===== src/rtl/finn_rtl_krnl_example_pkg.sv =====
// Shared types and helpers for the example stream-scheduler kernel.
//   state_t   : scheduler FSM states
//   idx_width : bit width needed to index n items (at least 1 bit)
package finn_rtl_krnl_example_pkg;

  typedef enum logic [2:0] {
    ST_IDLE,
    ST_START,
    ST_ARB,
    ST_XFER,
    ST_DONE
  } state_t;

  function automatic int idx_width(input int n);
    return (n > 1) ? $clog2(n) : 1;
  endfunction

endpackage


===== src/rtl/finn_rtl_krnl_example_rr_arbiter.sv =====
// Rotate-priority encoder used by the stream scheduler.
// Ports:
//   req         in  C_N   requesting streams
//   last_grant  in  IW    index granted most recently; search starts just after it
//   grant_valid out 1     at least one request present
//   grant       out IW    first requester after last_grant, wrapping C_N-1 -> 0
// Purely combinational; the caller registers the result.
module finn_rtl_krnl_example_rr_arbiter
  import finn_rtl_krnl_example_pkg::*;
#(
  parameter int C_N = 4,
  parameter int IW  = idx_width(C_N)
) (
  input  logic [C_N-1:0] req,
  input  logic [IW-1:0]  last_grant,
  output logic           grant_valid,
  output logic [IW-1:0]  grant
);

  logic [IW-1:0] idx;

  // Walk offsets 1..C_N from last_grant; offset C_N revisits last_grant itself,
  // so a lone requester that was also the previous winner is still granted.
  always_comb begin
    grant_valid = 1'b0;
    grant       = '0;
    idx         = '0;
    for (int k = 1; k <= C_N; k++) begin
      idx = IW'((int'(last_grant) + k) % C_N);
      if (!grant_valid && req[idx]) begin
        grant_valid = 1'b1;
        grant       = idx;
      end
    end
  end

endmodule


===== src/rtl/finn_rtl_krnl_example_stream_scheduler.sv =====
// Kernel-level scheduler: runs C_NUM_ROUNDS generator rounds per ap_start and
// merges the generator AXI4-Stream outputs onto one master stream, one whole
// packet per grant, round-robin, each stream exactly once per round.
// Ports:
//   aclk, areset_n         clock / asynchronous active-low reset
//   ap_start/ap_idle/ap_done kernel handshake (ap_done is a 1-cycle pulse)
//   gen_start              1-cycle start pulse to every generator
//   s_axis_*               C_NUM_STREAMS packed slave streams, stream i at slice i
//   m_axis_*               merged master stream (combinational mux, no added latency)
module finn_rtl_krnl_example_stream_scheduler
  import finn_rtl_krnl_example_pkg::*;
#(
  parameter int C_NUM_STREAMS        = 4,
  parameter int C_M_AXIS_TDATA_WIDTH = 128,
  parameter int C_NUM_ROUNDS         = 2
) (
  input  logic                                                aclk,
  input  logic                                                areset_n,
  input  logic                                                ap_start,
  output logic                                                ap_idle,
  output logic                                                ap_done,
  output logic                                                gen_start,
  input  logic [C_NUM_STREAMS-1:0]                            s_axis_tvalid,
  output logic [C_NUM_STREAMS-1:0]                            s_axis_tready,
  input  logic [C_NUM_STREAMS*C_M_AXIS_TDATA_WIDTH-1:0]       s_axis_tdata,
  input  logic [C_NUM_STREAMS*(C_M_AXIS_TDATA_WIDTH/8)-1:0]   s_axis_tkeep,
  input  logic [C_NUM_STREAMS-1:0]                            s_axis_tlast,
  output logic                                                m_axis_tvalid,
  input  logic                                                m_axis_tready,
  output logic [C_M_AXIS_TDATA_WIDTH-1:0]                     m_axis_tdata,
  output logic [C_M_AXIS_TDATA_WIDTH/8-1:0]                   m_axis_tkeep,
  output logic                                                m_axis_tlast
);

  localparam int N  = C_NUM_STREAMS;
  localparam int W  = C_M_AXIS_TDATA_WIDTH;
  localparam int KW = W / 8;
  localparam int GW = idx_width(N);
  localparam int RW = $clog2(C_NUM_ROUNDS + 1);

  state_t        state_q, state_d;
  logic [N-1:0]  served_q, served_d;
  logic [RW-1:0] round_q, round_d;
  logic [GW-1:0] grant_q, grant_d;
  logic [GW-1:0] last_grant_q, last_grant_d;

  logic          arb_valid;
  logic [GW-1:0] arb_grant;
  logic [N-1:0]  grant_oh;
  logic [N-1:0]  served_now;
  logic          pkt_end;

  // Streams already served this round are masked out of arbitration even if
  // their generator is already offering the next round's packet.
  finn_rtl_krnl_example_rr_arbiter #(
    .C_N (N),
    .IW  (GW)
  ) u_arb (
    .req         (~served_q & s_axis_tvalid),
    .last_grant  (last_grant_q),
    .grant_valid (arb_valid),
    .grant       (arb_grant)
  );

  // Data path: the granted stream is wired straight through while in XFER,
  // everything is held at zero otherwise.
  always_comb begin
    m_axis_tvalid = 1'b0;
    m_axis_tdata  = '0;
    m_axis_tkeep  = '0;
    m_axis_tlast  = 1'b0;
    s_axis_tready = '0;
    grant_oh      = '0;
    grant_oh[grant_q] = 1'b1;
    if (state_q == ST_XFER) begin
      for (int i = 0; i < N; i++) begin
        if (grant_q == GW'(i)) begin
          m_axis_tvalid    = s_axis_tvalid[i];
          m_axis_tdata     = s_axis_tdata[i*W +: W];
          m_axis_tkeep     = s_axis_tkeep[i*KW +: KW];
          m_axis_tlast     = s_axis_tlast[i];
          s_axis_tready[i] = m_axis_tready;
        end
      end
    end
  end

  assign pkt_end    = m_axis_tvalid & m_axis_tready & m_axis_tlast;
  assign served_now = served_q | grant_oh;

  // Next-state and control outputs.
  always_comb begin
    state_d      = state_q;
    served_d     = served_q;
    round_d      = round_q;
    grant_d      = grant_q;
    last_grant_d = last_grant_q;
    ap_idle      = 1'b0;
    ap_done      = 1'b0;
    gen_start    = 1'b0;
    unique case (state_q)
      ST_IDLE: begin
        ap_idle = 1'b1;
        if (ap_start) begin
          state_d  = ST_START;
          round_d  = '0;
          served_d = '0;
        end
      end
      ST_START: begin
        gen_start = 1'b1;
        state_d   = ST_ARB;
      end
      ST_ARB: begin
        if (arb_valid) begin
          grant_d      = arb_grant;
          last_grant_d = arb_grant;
          state_d      = ST_XFER;
        end
      end
      ST_XFER: begin
        // The grant stays locked until the packet's tlast beat is accepted.
        if (pkt_end) begin
          served_d = served_now;
          if (&served_now) begin
            if (round_q == RW'(C_NUM_ROUNDS - 1)) begin
              state_d = ST_DONE;
            end else begin
              round_d  = round_q + 1'b1;
              served_d = '0;
              state_d  = ST_START;
            end
          end else begin
            state_d = ST_ARB;
          end
        end
      end
      ST_DONE: begin
        ap_done = 1'b1;
        state_d = ST_IDLE;
      end
      default: state_d = ST_IDLE;
    endcase
  end

  always_ff @(posedge aclk or negedge areset_n) begin
    if (!areset_n) begin
      state_q      <= ST_IDLE;
      served_q     <= '0;
      round_q      <= '0;
      grant_q      <= '0;
      last_grant_q <= GW'(N - 1);
    end else begin
      state_q      <= state_d;
      served_q     <= served_d;
      round_q      <= round_d;
      grant_q      <= grant_d;
      last_grant_q <= last_grant_d;
    end
  end

endmodule


===== config.mk =====
export PLATFORM = sky130hd
export DESIGN_NAME = finn_rtl_krnl_example_stream_scheduler
export DESIGN_NICKNAME = d
export VERILOG_FILES = /design/src/rtl/finn_rtl_krnl_example_pkg.sv /design/src/rtl/finn_rtl_krnl_example_rr_arbiter.sv /design/src/rtl/finn_rtl_krnl_example_stream_scheduler.sv
export SDC_FILE = /design/constraint.sdc
export NUM_CORES = 1
export LEC_CHECK = 0
export CORE_AREA = 2 2 290 292
export CTS_CLUSTER_DIAMETER = 40
export DETAILED_ROUTE_END_ITERATION = 12
export DIE_AREA = 0 0 292 294
export GPL_TIMING_DRIVEN = 0
export PLACE_DENSITY_LB_ADDON = 0.25
export SYNTH_ARGS = -nofsm -noshare
export SYNTH_HDL_FRONTEND = slang
export SYNTH_HIERARCHICAL = 1
export SYNTH_SLANG_ARGS = --single-unit

===== constraint.sdc =====
create_clock -name aclk -period 2.3 [get_ports aclk]
set_clock_uncertainty 0.2 [all_clocks]
set_input_delay 0.23 -clock aclk [delete_from_list [all_inputs] [get_ports aclk]]
set_output_delay 0.23 -clock aclk [all_outputs]
set_load 0.005 [all_outputs]

==> results.md, run 1 <==
- The flow ran to the end, but the final reports show violations.
- The checks that failed: setup timing.
- The count of final hold-check violations came to 0.
- The number of maximum-capacitance violations is 0.
- The gate count of the mapped netlist is 436.
- The detailed-router iteration count before antenna repair is 4.
- The worst-case setup margin in the final layout is -0.232 ns.
- Detailed routing inserted a total of 7873 vias.
- In the final layout, the share of cells above drive strength 1 is 0.445.
- The static leakage is 6.09 nW.
- The fraction of power spent switching nets is 0.354.
- The area growth from synthesis to layout is 207%.
- Subtracting the final worst setup slack from the clock period gives 2.53 ns.
- The worst supply voltage drop on vdd is 396 uV.
- Wires add up to 51000 um.
- The internal power is 10.5 mW.
- The Yosys step of the flow raised 6 warnings.
- The TritonCTS clock tree is done.
- The number of placed I/O pins is 741.
- The number of max-slew violations in the final report is 0.
- Timing would allow up to 395 MHz.
- The highest cell delay on the worst timing path is 0.50 ns.
- The number of distinct standard cells referenced by the synthesized netlist is 36.
- For this run the aggregate overflow at the end of global routing stands at 0.
- Among the stages of the critical path, the cell type that occurs most often is sky130_fd_sc_hd__buf_12.
- The top cell types in the final layout, fill and taps aside, are 590 x sky130_fd_sc_hd__clkdlybuf4s50_1, 147 x sky130_fd_sc_hd__mux4_2, 138 x sky130_fd_sc_hd__buf_6, 101 x sky130_fd_sc_hd__and2_4, 48 x sky130_fd_sc_hd__buf_2.
- The root buffer cell chosen for the clock tree is sky130_fd_sc_hd__clkbuf_16.
- The final instance area is 16100 um2.
- The post-layout instance count excluding filler cells is 2376.
- The number of sinks driven by the clock tree is 13.
- The die is 294 um tall.
- The worst hold path belongs to the class in2async.
- The cell depth of the worst flop-to-flop path is 7.
- For this design the total switching power over the nets is 5.76 mW.
- The number of nets handed over by synthesis was 1025.
- Setup violations remaining at the end of the flow were counted as 128.
- The required time reported for the critical path endpoint is 1.87 ns.
- In the finished design, the share of the clock period the worst path needs comes to 1.10.
- The overall global routing resource usage is 0.111.
- The reg-to-reg startpoint is grant_q[0]$_DFFE_PN0P_.
- The synthesized cell area is 5250 um2.
- For this design, the slowest cell found on the critical path is sky130_fd_sc_hd__mux4_2.
- The placed standard-cell area is 14000 um2.
- The cell total after placement is 2256.
- The combined area of the multi-input logic cells is 5000 um2.
- STA classifies the critical path endpoint as an output port.
- Entering global routing, the biggest net connects 14 pins.
- The total number of placement rows is 106.
- The HPWL after detailed placement is 42100 um.
- The post-layout net count is 1880.
- Dividing the detail-routed via count by the number of cells gives 3.31.
- The total area inside the core boundary comes to 82900 um2.
- The sequential cell fraction of total power is 0.024.
- The die area is 85800 um2.
- Setup repair after global routing could not meet its margin everywhere.
- The first-iteration detailed-routing DRC count is 274.
- The transition time of the tightest slew-check pin is 0.651 ns.
- The combinational group share of total power is 0.955.
- The via count of the first global-routing pass is 8624.
- The worst hold slack is 0.190 ns.
- The number of buffers created by CTS is 3.
- The signal arrival time at the worst endpoint is 2.10 ns.
- Across the whole layout, storage elements account for 332 um2.
- The worst reg-to-reg setup slack is 0.10 ns.
- Measured against its own limit, the worst slew margin works out to 0.565.
- The cell accounting for the most synthesized area is sky130_fd_sc_hd__mux4_2.
- The worst-skew pair later-pin latency is 0.24 ns.
- The endpoint of the most critical register-to-register path is state_q[2]$_DFFE_PN0P_.
- The weighted congestion at the end of routability-driven global placement is 0.852.
- Counting the fill cells in the layout gives 9063.
- The launching element type of the critical path is a flop.
- The effective utilization at floorplan is 0.0634.
- The library cell used most frequently in the layout, excluding fill and tap cells, is sky130_fd_sc_hd__clkdlybuf4s50_1.
- At the placement stage, the worst setup path has a slack of -1.68 ns.
- The share of total power dissipated in the clock network is 0.021.
- The area share of the largest cell type after synthesis is 0.630.
- The synthesized area divided by synthesized cell count is 12.0 um2.
- Buffers placed on the I/O ports in this run total 740.
- For this run, the register share of the synthesized area comes to 0.0624.
- The die extent in x is 292 um.
- Ranked by total cell area, the synthesized netlist is headed by sky130_fd_sc_hd__mux4_2 63%, sky130_fd_sc_hd__and2_1 18%, sky130_fd_sc_hd__dfrtp_1 5.2%, sky130_fd_sc_hd__clkbuf_1 1.9%, sky130_fd_sc_hd__buf_2 1.6%.
- The setup TNS after final layout is -15.36 ns.
- The first global-routing pass estimated 67800 um of wire.
- The post-layout utilization of the core is 0.195.
- The clock-pin slew on the worst setup and hold paths is 0.05 ns.
- The number of buffers on the longest clock path is 2.
- Traced cell by cell, the critical path runs through buf_12 > buf_16 > buf_12 > buf_12 > buf_6 > mux4_2 > and2_4 > buf_6.
- The count of state elements after synthesis is 13.
- Tracing the worst setup path back leads to its startpoint at grant_q[0]$_DFFE_PN0P_.
- The number of antenna violations at the first check in global routing is 19.
- The wire length per cell after detailed routing is 21.4 um.
- For this design the ratio of total power to cell area is 1010 nW/um2.
- Of all nets on the critical path, the largest fanout is 6.
- CTS built an H-tree with a depth of 1.
- The type of the setup path with the least slack is reg2out.
- Once detail routing completed, the nets flagged for antenna violations numbered 0.
- Summing internal, switching and leakage power gives 16.3 mW.
- In the routed design, unresolved DRC markers number 0.
-- sequential cells by signal, indices dropped and copies added, names as in the netlist --
signal / cells
last_grant_q: 2
grant_q: 2
state_q: 3
round_q: 2
served_q: 4
-- layer usage --
layer	GRT usage	vias to the layer above	wire, um	share of wire
li1	-	3485	-	-
met1	0.134	3918	20000	0.39
met2	0.202	421	26200	0.51
met3	0.0275	37	4060	0.080
met4	0.0162	12	550	0.011
met5	0	-	68	0.0013
-- what timing repair did --
item,4_1_cts,5_1_grt
setup buffers,99,26
hold buffers,0,0
gates cloned,14,1
pin swaps,86,51
gates resized for setup,835,193
endpoints found under the setup margin,158,156
-- logic make-up after synthesis --
family                   Yosys count  share of synthesized area
AO/OA/AOI/OAI                     19                     0.0250
adder cells (fa/ha/maj)            1                    0.00238
buffers and inverters             56                     0.0448
flip-flops                        13                     0.0624
multiplexers                     153                      0.642
AND/OR/NAND/NOR                  194                      0.223
-- critical path: cells and delay by family (launching register included) --
family,cells,cell delay [ns]
flops,1,0.39
mux,1,0.50
buf+inv,6,0.78
simple gates,1,0.16
-- power by group through the flow --
stage	logic, mW	clock network (mW)	registers (mW)
after detailed placement	11.5	0	0.382
after floorplan	5.37	0	0.363
after global routing	16.6	0.350	0.407
after CTS	15.5	0.337	0.389
after global placement	11.6	0	0.379
final	15.6	0.336	0.393
-- cells in the mapped netlist --
| master | instances |
|---|---|
| sky130_fd_sc_hd__nand2b_1 | 3 |
| sky130_fd_sc_hd__inv_2 | 1 |
| sky130_fd_sc_hd__nand3b_1 | 1 |
| sky130_fd_sc_hd__buf_2 | 17 |
| sky130_fd_sc_hd__and2_1 | 148 |
| sky130_fd_sc_hd__buf_4 | 1 |
| sky130_fd_sc_hd__dfstp_2 | 2 |
| sky130_fd_sc_hd__nor2_4 | 1 |
| sky130_fd_sc_hd__nand4_1 | 1 |
| sky130_fd_sc_hd__and2b_1 | 1 |
| sky130_fd_sc_hd__o221ai_2 | 1 |
| sky130_fd_sc_hd__nor2b_1 | 4 |
| sky130_fd_sc_hd__inv_1 | 4 |
| sky130_fd_sc_hd__mux2i_1 | 4 |
| sky130_fd_sc_hd__ha_1 | 1 |
| sky130_fd_sc_hd__o32ai_1 | 1 |
| sky130_fd_sc_hd__nor3b_1 | 1 |
| sky130_fd_sc_hd__o22a_2 | 1 |
| sky130_fd_sc_hd__and3_1 | 1 |
| sky130_fd_sc_hd__mux4_2 | 147 |
| sky130_fd_sc_hd__a21boi_2 | 1 |
| sky130_fd_sc_hd__o22ai_1 | 1 |
| sky130_fd_sc_hd__buf_1 | 6 |
| sky130_fd_sc_hd__o21ai_0 | 5 |
| sky130_fd_sc_hd__a31oi_1 | 1 |
| sky130_fd_sc_hd__nor2_1 | 4 |
| sky130_fd_sc_hd__dfrtp_1 | 11 |
| sky130_fd_sc_hd__o32a_1 | 1 |
| sky130_fd_sc_hd__a21oi_1 | 6 |
| sky130_fd_sc_hd__nand4b_1 | 2 |
| sky130_fd_sc_hd__clkbuf_1 | 27 |
| sky130_fd_sc_hd__mux2_2 | 2 |
| sky130_fd_sc_hd__a21oi_2 | 1 |
| sky130_fd_sc_hd__nand2_1 | 12 |
| sky130_fd_sc_hd__and3b_1 | 1 |
| sky130_fd_sc_hd__nor3_1 | 14 |
-- how the worst max path moves through the flow --
| stage | end | slack, ns | cells after the start |
|---|---|---|---|
| finish | m_axis_tdata[58] | -0.23 | 8 |
| global route | m_axis_tdata[106] | -0.28 | 6 |
| CTS | m_axis_tdata[84] | -0.39 | 9 |
| detailed placement | m_axis_tdata[109] | -1.68 | 6 |
| global placement | m_axis_tdata[109] | -1.66 | 6 |
| floorplan | m_axis_tdata[100] | 0.28 | 5 |
-- cell type report --
cell class	count	area share
inverters	5	0.00132
flip-flops and latches	13	0.0206
well taps	1080	0.0838
clock buffers	4	0.00489
multi-input cells	367	0.310
repair buffers	858	0.541
plain buffers	43	0.0370
diodes	6	0.000931
No activity file was read; power rests on OpenSTA's default activity.
==> run 2: changes to the inputs <==
--- a/config.mk
+++ b/config.mk
@@ -5,13 +5,12 @@
 export SDC_FILE = /design/constraint.sdc
 export NUM_CORES = 1
 export LEC_CHECK = 0
-export CORE_AREA = 2 2 290 292
+export CORE_AREA = 2 2 291 293
 export CTS_CLUSTER_DIAMETER = 40
 export DETAILED_ROUTE_END_ITERATION = 12
-export DIE_AREA = 0 0 292 294
+export DIE_AREA = 0 0 293 295
 export GPL_TIMING_DRIVEN = 0
 export PLACE_DENSITY_LB_ADDON = 0.25
 export SYNTH_ARGS = -nofsm -noshare
 export SYNTH_HDL_FRONTEND = slang
-export SYNTH_HIERARCHICAL = 1
 export SYNTH_SLANG_ARGS = --single-unit
==> results.md, run 2 <==
- The critical path launch point was grant_q[0]$_DFFE_PN0P_ (unchanged).
- Top post-synthesis cells by count: 146 x sky130_fd_sc_hd__and2_1, 146 x sky130_fd_sc_hd__mux4_2, 25 x sky130_fd_sc_hd__clkbuf_1 (was 148 x sky130_fd_sc_hd__and2_1, 147 x sky130_fd_sc_hd__mux4_2, 27 x sky130_fd_sc_hd__clkbuf_1).
- The launching element type of the critical path was a flop (unchanged).
- The worst-case setup margin in the final layout is -0.339 ns (was -0.232 ns).
- The type of the worst min-delay path is in2async (unchanged).
- The die extent in x is 293 um (was 292 um).
- The setup TNS after final layout came to -30.01 ns (was -15.36 ns).
- The global route total overflow is 0 (unchanged).
- The detailed-router iteration count before antenna repair is 4 (unchanged).
- The total via count in the routed design was 8217 (was 7873).
- The number of distinct standard cells referenced by the synthesized netlist is 43 (was 36).
- The post-layout net count came to 1898 (was 1880).
- The transition time of the tightest slew-check pin is 0.680 ns (was 0.651 ns).
- The maximum clock frequency is 379 MHz (was 395 MHz).
- The TritonCTS clock tree is done (unchanged).
- The number of routed nets with antenna violations was 0 (unchanged).
- The highest cell delay on the worst timing path came to 0.47 ns (was 0.50 ns).
- The proportion of layout cells with a drive suffix above 1 is 0.451 (was 0.445).
- The number of buffers on the longest clock path came to 2 (unchanged).
- The count of input and output buffers came to 740 (unchanged).
- The average vias per placed instance is 3.43 (was 3.31).
- The type of the setup path with the least slack is reg2out (unchanged).
- The cell accounting for the most synthesized area is sky130_fd_sc_hd__mux4_2 (unchanged).
- The die height is 295 um (was 294 um).
- The post-route fraction of the period consumed by the critical path is 1.15 (was 1.10).
- The number of sinks driven by the clock tree came to 13 (unchanged).
- The number of setup violations in the final report came to 149 (was 128).
- The total number of placement rows came to 106 (unchanged).
- The cell total after placement is 2256 (unchanged).
- The static leakage is 6.34 nW (was 6.09 nW).
- The buffer type at the clock tree root is sky130_fd_sc_hd__clkbuf_16 (unchanged).
- The flip-flop count of the largest register after layout came to 4 (unchanged).
- The largest net degree at the start of global routing was 14 (unchanged).
- The worst slew slack as a fraction of its limit is 0.545 (was 0.565).
- The cell depth of the worst flop-to-flop path is 9 (was 7).
- The detailed-route DRC error count is 0 (unchanged).
- The layout filler cell count is 9026 (was 9063).
- The first-iteration detailed-routing DRC count was 293 (was 274).
- The worst hold slack is 0.196 ns (was 0.190 ns).
- The synthesized cell area is 5310 um2 (was 5250 um2).
- The sum of routed wire length over all layers came to 62600 um (was 51000 um).
- Run status: complete, but fails checks (unchanged).
- The required time reported for the critical path endpoint is 1.87 ns (about the same).
- The proportion of synthesized flip-flops having asynchronous set or reset is 1.00 (unchanged).
- The wire length per cell after detailed routing is 26.1 um (was 21.4 um).
- Cells taking the most area after synthesis: sky130_fd_sc_hd__mux4_2 62%, sky130_fd_sc_hd__and2_1 17%, sky130_fd_sc_hd__dfrtp_1 5.2%, sky130_fd_sc_hd__buf_2 1.8%, sky130_fd_sc_hd__clkbuf_1 1.8% (was sky130_fd_sc_hd__mux4_2 63%, sky130_fd_sc_hd__and2_1 18%, sky130_fd_sc_hd__dfrtp_1 5.2%, sky130_fd_sc_hd__clkbuf_1 1.9%, sky130_fd_sc_hd__buf_2 1.6%).
- The worst reg-to-reg setup slack came to -0.12 ns (was 0.10 ns).
- The ratio of total power to cell area is 1050 nW/um2 (was 1010 nW/um2).
- The endpoint of the most critical register-to-register path is round_q[0]$_DFFE_PN0P_ (was state_q[2]$_DFFE_PN0P_).
- The synthesized netlist net count is 1025 (unchanged).
- The die area is 86400 um2 (was 85800 um2).
- The area growth from synthesis to layout is 215% (was 207%).
- The number of maximum-capacitance violations is 0 (unchanged).
- The most instantiated flip-flop cell in the synthesis netlist is sky130_fd_sc_hd__dfrtp_1 (unchanged).
- The kind of end point of the critical path is an output port (unchanged).
- The via count of the first global-routing pass is 9218 (was 8624).
- Setup repair after global routing missed its margin: yes (unchanged).
- The effective utilization at floorplan came to 0.0638 (was 0.0634).
- The synthesized area divided by synthesized cell count came to 12.2 um2 (was 12.0 um2).
- The signal arrival time at the worst endpoint is 2.21 ns (was 2.10 ns).
- The number of buffers created by CTS is 3 (unchanged).
- The time the final worst path needs with I/O delays and setup was 2.64 ns (was 2.53 ns).
- The placed standard-cell area was 14100 um2 (was 14000 um2).
- The final instance area came to 16700 um2 (was 16100 um2).
- The reg-to-reg startpoint is grant_q[0]$_DFFE_PN0P_ (unchanged).
- The post-DP HPWL is 53800 um (was 42100 um).
- The count of flip-flops with a built-in enable after synthesis came to 0 (unchanged).
- The fraction of the yosys area taken by sequential cells came to 0.0617 (was 0.0624).
- The number of max-slew violations in the final report is 0 (unchanged).
- The worst supply voltage drop on vdd is 452 uV (was 396 uV).
- The weighted congestion at the end of routability-driven global placement was 0.828 (was 0.852).
- The post-layout utilization of the core came to 0.201 (was 0.195).
- Registers with the highest flip-flop counts: served_q: 4 flops, state_q: 3 flops (unchanged).
- The largest register by flop count is served_q (unchanged).
- The overall global routing resource usage is 0.137 (was 0.111).
- The largest driver fanout on the critical path is 4 (was 6).
- The clock-pin slew on the worst setup and hold paths is 0.05 ns (about the same).
- The slowest cell on the critical path is sky130_fd_sc_hd__mux4_2 (unchanged).
- The pre-CTS worst setup slack came to -1.77 ns (was -1.68 ns).
- The synthesis warning total is 0 (was 6).
- The number of antenna violations at the first check in global routing came to 34 (was 19).
- The wire length of the first global-routing pass is 80600 um (was 67800 um).
- Most used cells in the layout excluding fill and tap cells: 590 x sky130_fd_sc_hd__clkdlybuf4s50_1, 173 x sky130_fd_sc_hd__buf_6, 146 x sky130_fd_sc_hd__mux4_2, 111 x sky130_fd_sc_hd__and2_4, 43 x sky130_fd_sc_hd__buf_12 (was 590 x sky130_fd_sc_hd__clkdlybuf4s50_1, 147 x sky130_fd_sc_hd__mux4_2, 138 x sky130_fd_sc_hd__buf_6, 101 x sky130_fd_sc_hd__and2_4, 48 x sky130_fd_sc_hd__buf_2).
- The number of placed I/O pins is 741 (unchanged).
- The post-layout instance count excluding filler cells is 2396 (was 2376).
- Sequence of cells on the critical path: buf_12 > buf_12 > buf_12 > buf_12 > buf_12 > buf_6 > mux4_2 > and2_4 > buf_6 (was buf_12 > buf_16 > buf_12 > buf_12 > buf_6 > mux4_2 > and2_4 > buf_6).
- Failing checks: setup timing (unchanged).
- The most common cell after layout, fill and taps aside is sky130_fd_sc_hd__clkdlybuf4s50_1 (unchanged).
- The worst-skew pair later-pin latency is 0.25 ns (was 0.24 ns).
- The count of final hold-check violations is 0 (unchanged).
- The count of state elements after synthesis is 13 (unchanged).
- The number of hold-repair buffers added at the cts stage came to 0 (unchanged).
- The gate count of the mapped netlist is 436 (unchanged).
- The depth of the CTS H-tree is 1 (unchanged).
- The placeable core area was 83200 um2 (was 82900 um2).
- The most frequent cell on the critical path was sky130_fd_sc_hd__buf_12 (unchanged).
- The total power was 17.6 mW (was 16.3 mW).
- The area share of the largest cell type after synthesis is 0.619 (was 0.630).
==> run 2: cells by family (layout without fill, tap and decap cells) <==
kind of cell | Yosys count | count (layout) | synth area share
buf+inv | 60 | 932 | 0.0483
fa+ha+maj | 3 | 3 | 0.00613
mux | 148 | 148 | 0.623
compound gates | 29 | 29 | 0.0441
simple gates | 183 | 183 | 0.216
other cells | 0 | 8 | 0
flops | 13 | 13 | 0.0617
==> run 2: area by class of cell <==
cell class	instances	area [um2]	share of cell area
Sequential cell	13	330	0.0198
Timing Repair Buffer	871	9160	0.548
Tap cell	1080	1350	0.0808
Antenna cell	8	20.0	0.00120
Buffer	50	689	0.0412
Inverter	7	26.3	0.00157
Multi-Input combinational cell	363	5060	0.303
Clock buffer	4	78.8	0.00471
==> run 2: worst max-delay path: cells and delay by family, from the launching register on <==
| family | cells | cell delay, ns |
|---|---|---|
| buffers and inverters | 7 | 0.89 |
| DFF | 1 | 0.41 |
| muxes | 1 | 0.47 |
| and+or+nand+nor | 1 | 0.17 |
==> run 2: report_power, final <==
group / internal (mW) / total (mW) / leakage, nW / switching, mW
combinational: 10.7 / 16.8 / 6.15 / 6.10
sequential: 0.332 / 0.444 / 0.152 / 0.112
clock: 0.234 / 0.338 / 0.0382 / 0.103
==> run 2: worst max-delay path by stage <==
stage                        endpoint  slack [ns]  cells after the start
floorplan           m_axis_tdata[100]        0.22                      5
global placement     m_axis_tdata[55]       -2.32                      6
detailed placement   m_axis_tdata[55]       -1.77                      6
CTS                   m_axis_tkeep[8]       -0.40                      8
global route          m_axis_tkeep[5]       -0.42                      8
finish              m_axis_tdata[124]       -0.34                      9
==> run 2: what timing repair did <==
| action | in CTS | in global routing |
|---|---|---|
| pin swaps | 76 | 18 |
| buffers inserted | 115 | 26 |
| endpoints found under the setup margin | 157 | 153 |
| gates cloned | 15 | 0 |
| gates resized for setup | 960 | 116 |
==> run 2: routing by layer <==
| metal | share of wire | GRT usage |
|---|---|---|
| met1 | 0.39 | 0.164 |
| met2 | 0.50 | 0.245 |
| met3 | 0.090 | 0.0410 |
| met4 | 0.019 | 0.0221 |
| met5 | 0.00088 | 0 |
==> run 3: changes to the inputs <==
--- a/config.mk
+++ b/config.mk
@@ -10,7 +10,7 @@
 export DETAILED_ROUTE_END_ITERATION = 12
 export DIE_AREA = 0 0 293 295
 export GPL_TIMING_DRIVEN = 0
-export PLACE_DENSITY_LB_ADDON = 0.25
+export PLACE_DENSITY = 0.3
 export SYNTH_ARGS = -nofsm -noshare
 export SYNTH_HDL_FRONTEND = slang
 export SYNTH_SLANG_ARGS = --single-unit
==> results.md, run 3 (synthesis gave the netlist of run 2 again) <==
- The transition time of the tightest slew-check pin is 0.653 ns (was 0.680 ns).
- The proportion of layout cells with a drive suffix above 1 is 0.417 (was 0.451).
- The worst-skew pair later-pin latency was 0.24 ns (was 0.25 ns).
- The TritonCTS clock tree is done (unchanged).
- The depth of the CTS H-tree is 1 (unchanged).
- The type of the setup path with the least slack is reg2out (unchanged).
- The kind of end point of the critical path is an output port (unchanged).
- The largest register by flop count is served_q (unchanged).
- The area growth from synthesis to layout was 209% (was 215%).
- The number of routed nets with antenna violations is 0 (unchanged).
- The die extent in x is 293 um (unchanged).
- The buffer type at the clock tree root is sky130_fd_sc_hd__clkbuf_16 (unchanged).
- The critical path launch point is grant_q[0]$_DFFE_PN0P_ (unchanged).
- The number of max-slew violations in the final report is 0 (unchanged).
- The number of antenna violations at the first check in global routing was 45 (was 34).
- The total via count in the routed design is 8186 (was 8217).
- Registers with the highest flip-flop counts: served_q: 4 flops, state_q: 3 flops (unchanged).
- Setup repair after global routing missed its margin: yes (unchanged).
- The kind of cell with the highest combined delay on the critical path is buffers and inverters (unchanged).
- Run status: complete, but fails checks (unchanged).
- The number of sinks driven by the clock tree is 13 (unchanged).
- Failing checks: setup timing (unchanged).
- The overall global routing resource usage was 0.145 (was 0.137).
- The post-DP HPWL was 57200 um (was 53800 um).
- The number of placed I/O pins is 741 (unchanged).
- The most common cell after layout, fill and taps aside was sky130_fd_sc_hd__clkdlybuf4s50_1 (unchanged).
- The weighted congestion at the end of routability-driven global placement is 0.801 (was 0.828).
- The number of hold-repair buffers added at the cts stage is 0 (unchanged).
- The static leakage came to 6.23 nW (was 6.34 nW).
- The die height is 295 um (unchanged).
- The largest driver fanout on the critical path was 9 (was 4).
- The clock-pin slew on the worst setup and hold paths is 0.05 ns (about the same).
- The sum of routed wire length over all layers came to 66300 um (was 62600 um).
- The post-layout instance count excluding filler cells is 2393 (was 2396).
- The post-route fraction of the period consumed by the critical path is 1.16 (was 1.15).
- The total number of placement rows is 106 (unchanged).
- The detailed-router iteration count before antenna repair is 4 (unchanged).
- The wire length on met2 is 33500 um (was 31200 um).
- The time the final worst path needs with I/O delays and setup is 2.66 ns (was 2.64 ns).
- The maximum clock frequency was 376 MHz (was 379 MHz).
- The setup TNS after final layout was -28.11 ns (was -30.01 ns).
- The highest routed metal layer is met5 (unchanged).
- The wire length of the first global-routing pass is 84600 um (was 80600 um).
- The slowest cell on the critical path was sky130_fd_sc_hd__mux4_2 (unchanged).
- The met3 routed wirelength is 5940 um (was 5610 um).
- The ratio of total power to cell area was 1030 nW/um2 (was 1050 nW/um2).
- The most frequent cell on the critical path is sky130_fd_sc_hd__buf_12 (unchanged).
- The worst supply voltage drop on vdd is 320 uV (was 452 uV).
- The worst hold slack was 0.187 ns (was 0.196 ns).
- The die area is 86400 um2 (unchanged).
- The worst-case setup margin in the final layout is -0.362 ns (was -0.339 ns).
- The endpoint of the most critical register-to-register path is served_q[3]$_DFFE_PN0P_ (was round_q[0]$_DFFE_PN0P_).
- Most used cells in the layout excluding fill and tap cells: 602 x sky130_fd_sc_hd__clkdlybuf4s50_1, 146 x sky130_fd_sc_hd__mux4_2, 135 x sky130_fd_sc_hd__buf_6, 82 x sky130_fd_sc_hd__and2_4, 64 x sky130_fd_sc_hd__and2_1 (was 590 x sky130_fd_sc_hd__clkdlybuf4s50_1, 173 x sky130_fd_sc_hd__buf_6, 146 x sky130_fd_sc_hd__mux4_2, 111 x sky130_fd_sc_hd__and2_4, 43 x sky130_fd_sc_hd__buf_12).
- The type of the worst min-delay path is in2async (unchanged).
- The signal arrival time at the worst endpoint is 2.23 ns (was 2.21 ns).
- The cell depth of the worst flop-to-flop path is 9 (unchanged).
- The number of buffers created by CTS is 3 (unchanged).
- The wire length per cell after detailed routing is 27.7 um (was 26.1 um).
- The count of final hold-check violations is 0 (unchanged).
- The required time reported for the critical path endpoint is 1.87 ns (about the same).
- The average vias per placed instance is 3.42 (was 3.43).
- The launching element type of the critical path is a flop (unchanged).
- The worst path buffer plus inverter count is 4 (was 7).
- Sequence of cells on the critical path: buf_12 > buf_6 > buf_12 > mux4_2 > and2_1 > clkdlybuf4s50_1 (was buf_12 > buf_12 > buf_12 > buf_12 > buf_12 > buf_6 > mux4_2 > and2_4 > buf_6).
- The number of maximum-capacitance violations is 0 (unchanged).
- The number of buffers on the longest clock path came to 2 (unchanged).
- The worst reg-to-reg setup slack is -0.09 ns (was -0.12 ns).
- The number of setup violations in the final report is 148 (was 149).
- The worst slew slack as a fraction of its limit is 0.563 (was 0.545).
- The first-iteration detailed-routing DRC count is 218 (was 293).
- The count of input and output buffers came to 740 (unchanged).
- The effective utilization at floorplan is 0.0638 (unchanged).
- The largest net degree at the start of global routing is 14 (unchanged).
- The flip-flop count of the largest register after layout is 4 (unchanged).
- The via count of the first global-routing pass was 9272 (was 9218).
- The placeable core area came to 83200 um2 (unchanged).
- The reg-to-reg startpoint is grant_q[0]$_DFFE_PN0P_ (unchanged).
- The total power came to 16.8 mW (was 17.6 mW).
- The cell total after placement was 2256 (unchanged).
- The detailed-route DRC error count is 0 (unchanged).
- The post-layout net count is 1893 (was 1898).
- The wire length on met1 is 26100 um (was 24600 um).
- The global route total overflow came to 0 (unchanged).
- The highest cell delay on the worst timing path was 0.50 ns (was 0.47 ns).
==> run 3: cell count changes in the layout (fill, tap and decap cells not counted), moves of 9 or more <==
cell                              change
sky130_fd_sc_hd__buf_6               -38
sky130_fd_sc_hd__and2_1              +29
sky130_fd_sc_hd__and2_4              -29
sky130_fd_sc_hd__buf_4               +19
sky130_fd_sc_hd__clkdlybuf4s50_1     +12
sky130_fd_sc_hd__buf_2                +9
==> run 3: worst max-delay path by stage <==
| stage | to | slack (ns) | depth (start not counted) |
|---|---|---|---|
| 2_1_floorplan | m_axis_tdata[100] | 0.22 | 5 |
| 3_3_place_gp | m_axis_tdata[55] | -1.99 | 6 |
| 3_5_place_dp | m_axis_tdata[55] | -2.06 | 6 |
| 4_1_cts | m_axis_tkeep[9] | -0.42 | 7 |
| 5_1_grt | m_axis_tkeep[9] | -0.43 | 7 |
| 6_report | m_axis_tdata[31] | -0.36 | 6 |
==> run 3: worst reg2reg max path, cell delays in order (launching register included) <==
cell                       delay (ns)
sky130_fd_sc_hd__dfrtp_1         0.40
sky130_fd_sc_hd__buf_12          0.18
sky130_fd_sc_hd__buf_12          0.14
sky130_fd_sc_hd__buf_6           0.10
sky130_fd_sc_hd__buf_6           0.08
sky130_fd_sc_hd__mux4_2          0.55
sky130_fd_sc_hd__buf_6           0.15
sky130_fd_sc_hd__a31o_4          0.21
sky130_fd_sc_hd__o311ai_4        0.12
sky130_fd_sc_hd__a22o_1          0.20
==> run 3: cell type report <==
type | count | area (um2)
fill | 9150 | 66700
timing repair buffer | 869 | 8990
multi-input combinational | 363 | 5000
tap | 1080 | 1350
buffer | 47 | 619
sequential | 13 | 330
clock buffer | 4 | 78.8
inverter | 7 | 26.3
antenna | 10 | 25.0
==> run 3: power breakdown <==
| part | internal [mW] | total [mW] | switching [mW] |
|---|---|---|---|
| sequential | 0.332 | 0.447 | 0.115 |
| combinational | 10.1 | 16.1 | 6.00 |
| clock | 0.235 | 0.338 | 0.104 |
| total | 10.6 | 16.8 | 6.22 |
==> run 3: layer usage <==
layer,vias to the layer above,GRT usage
met2,514,0.262
li1,3530,-
met3,62,0.0469
met4,20,0.0143
met1,4060,0.172
met5,-,0
==> run 3: metrics by stage <==
stage	cell area, um2	util	setup WS [ns]
4_1_cts	16300	0.196	-0.421
5_1_grt	16400	0.197	-0.435
3_5_place_dp	14100	0.169	-2.06
6_report	16400	0.198	-0.362
2_1_floorplan	5310	-	0.225
3_3_place_gp	14100	0.169	-1.99
==> run 3: what timing repair did <==
action | 4_1_cts | 5_1_grt
setup buffers | 118 | 18
pin swaps | 98 | 13
gates resized for setup | 863 | 86
gates cloned | 11 | 0
setup endpoints to repair | 158 | 158
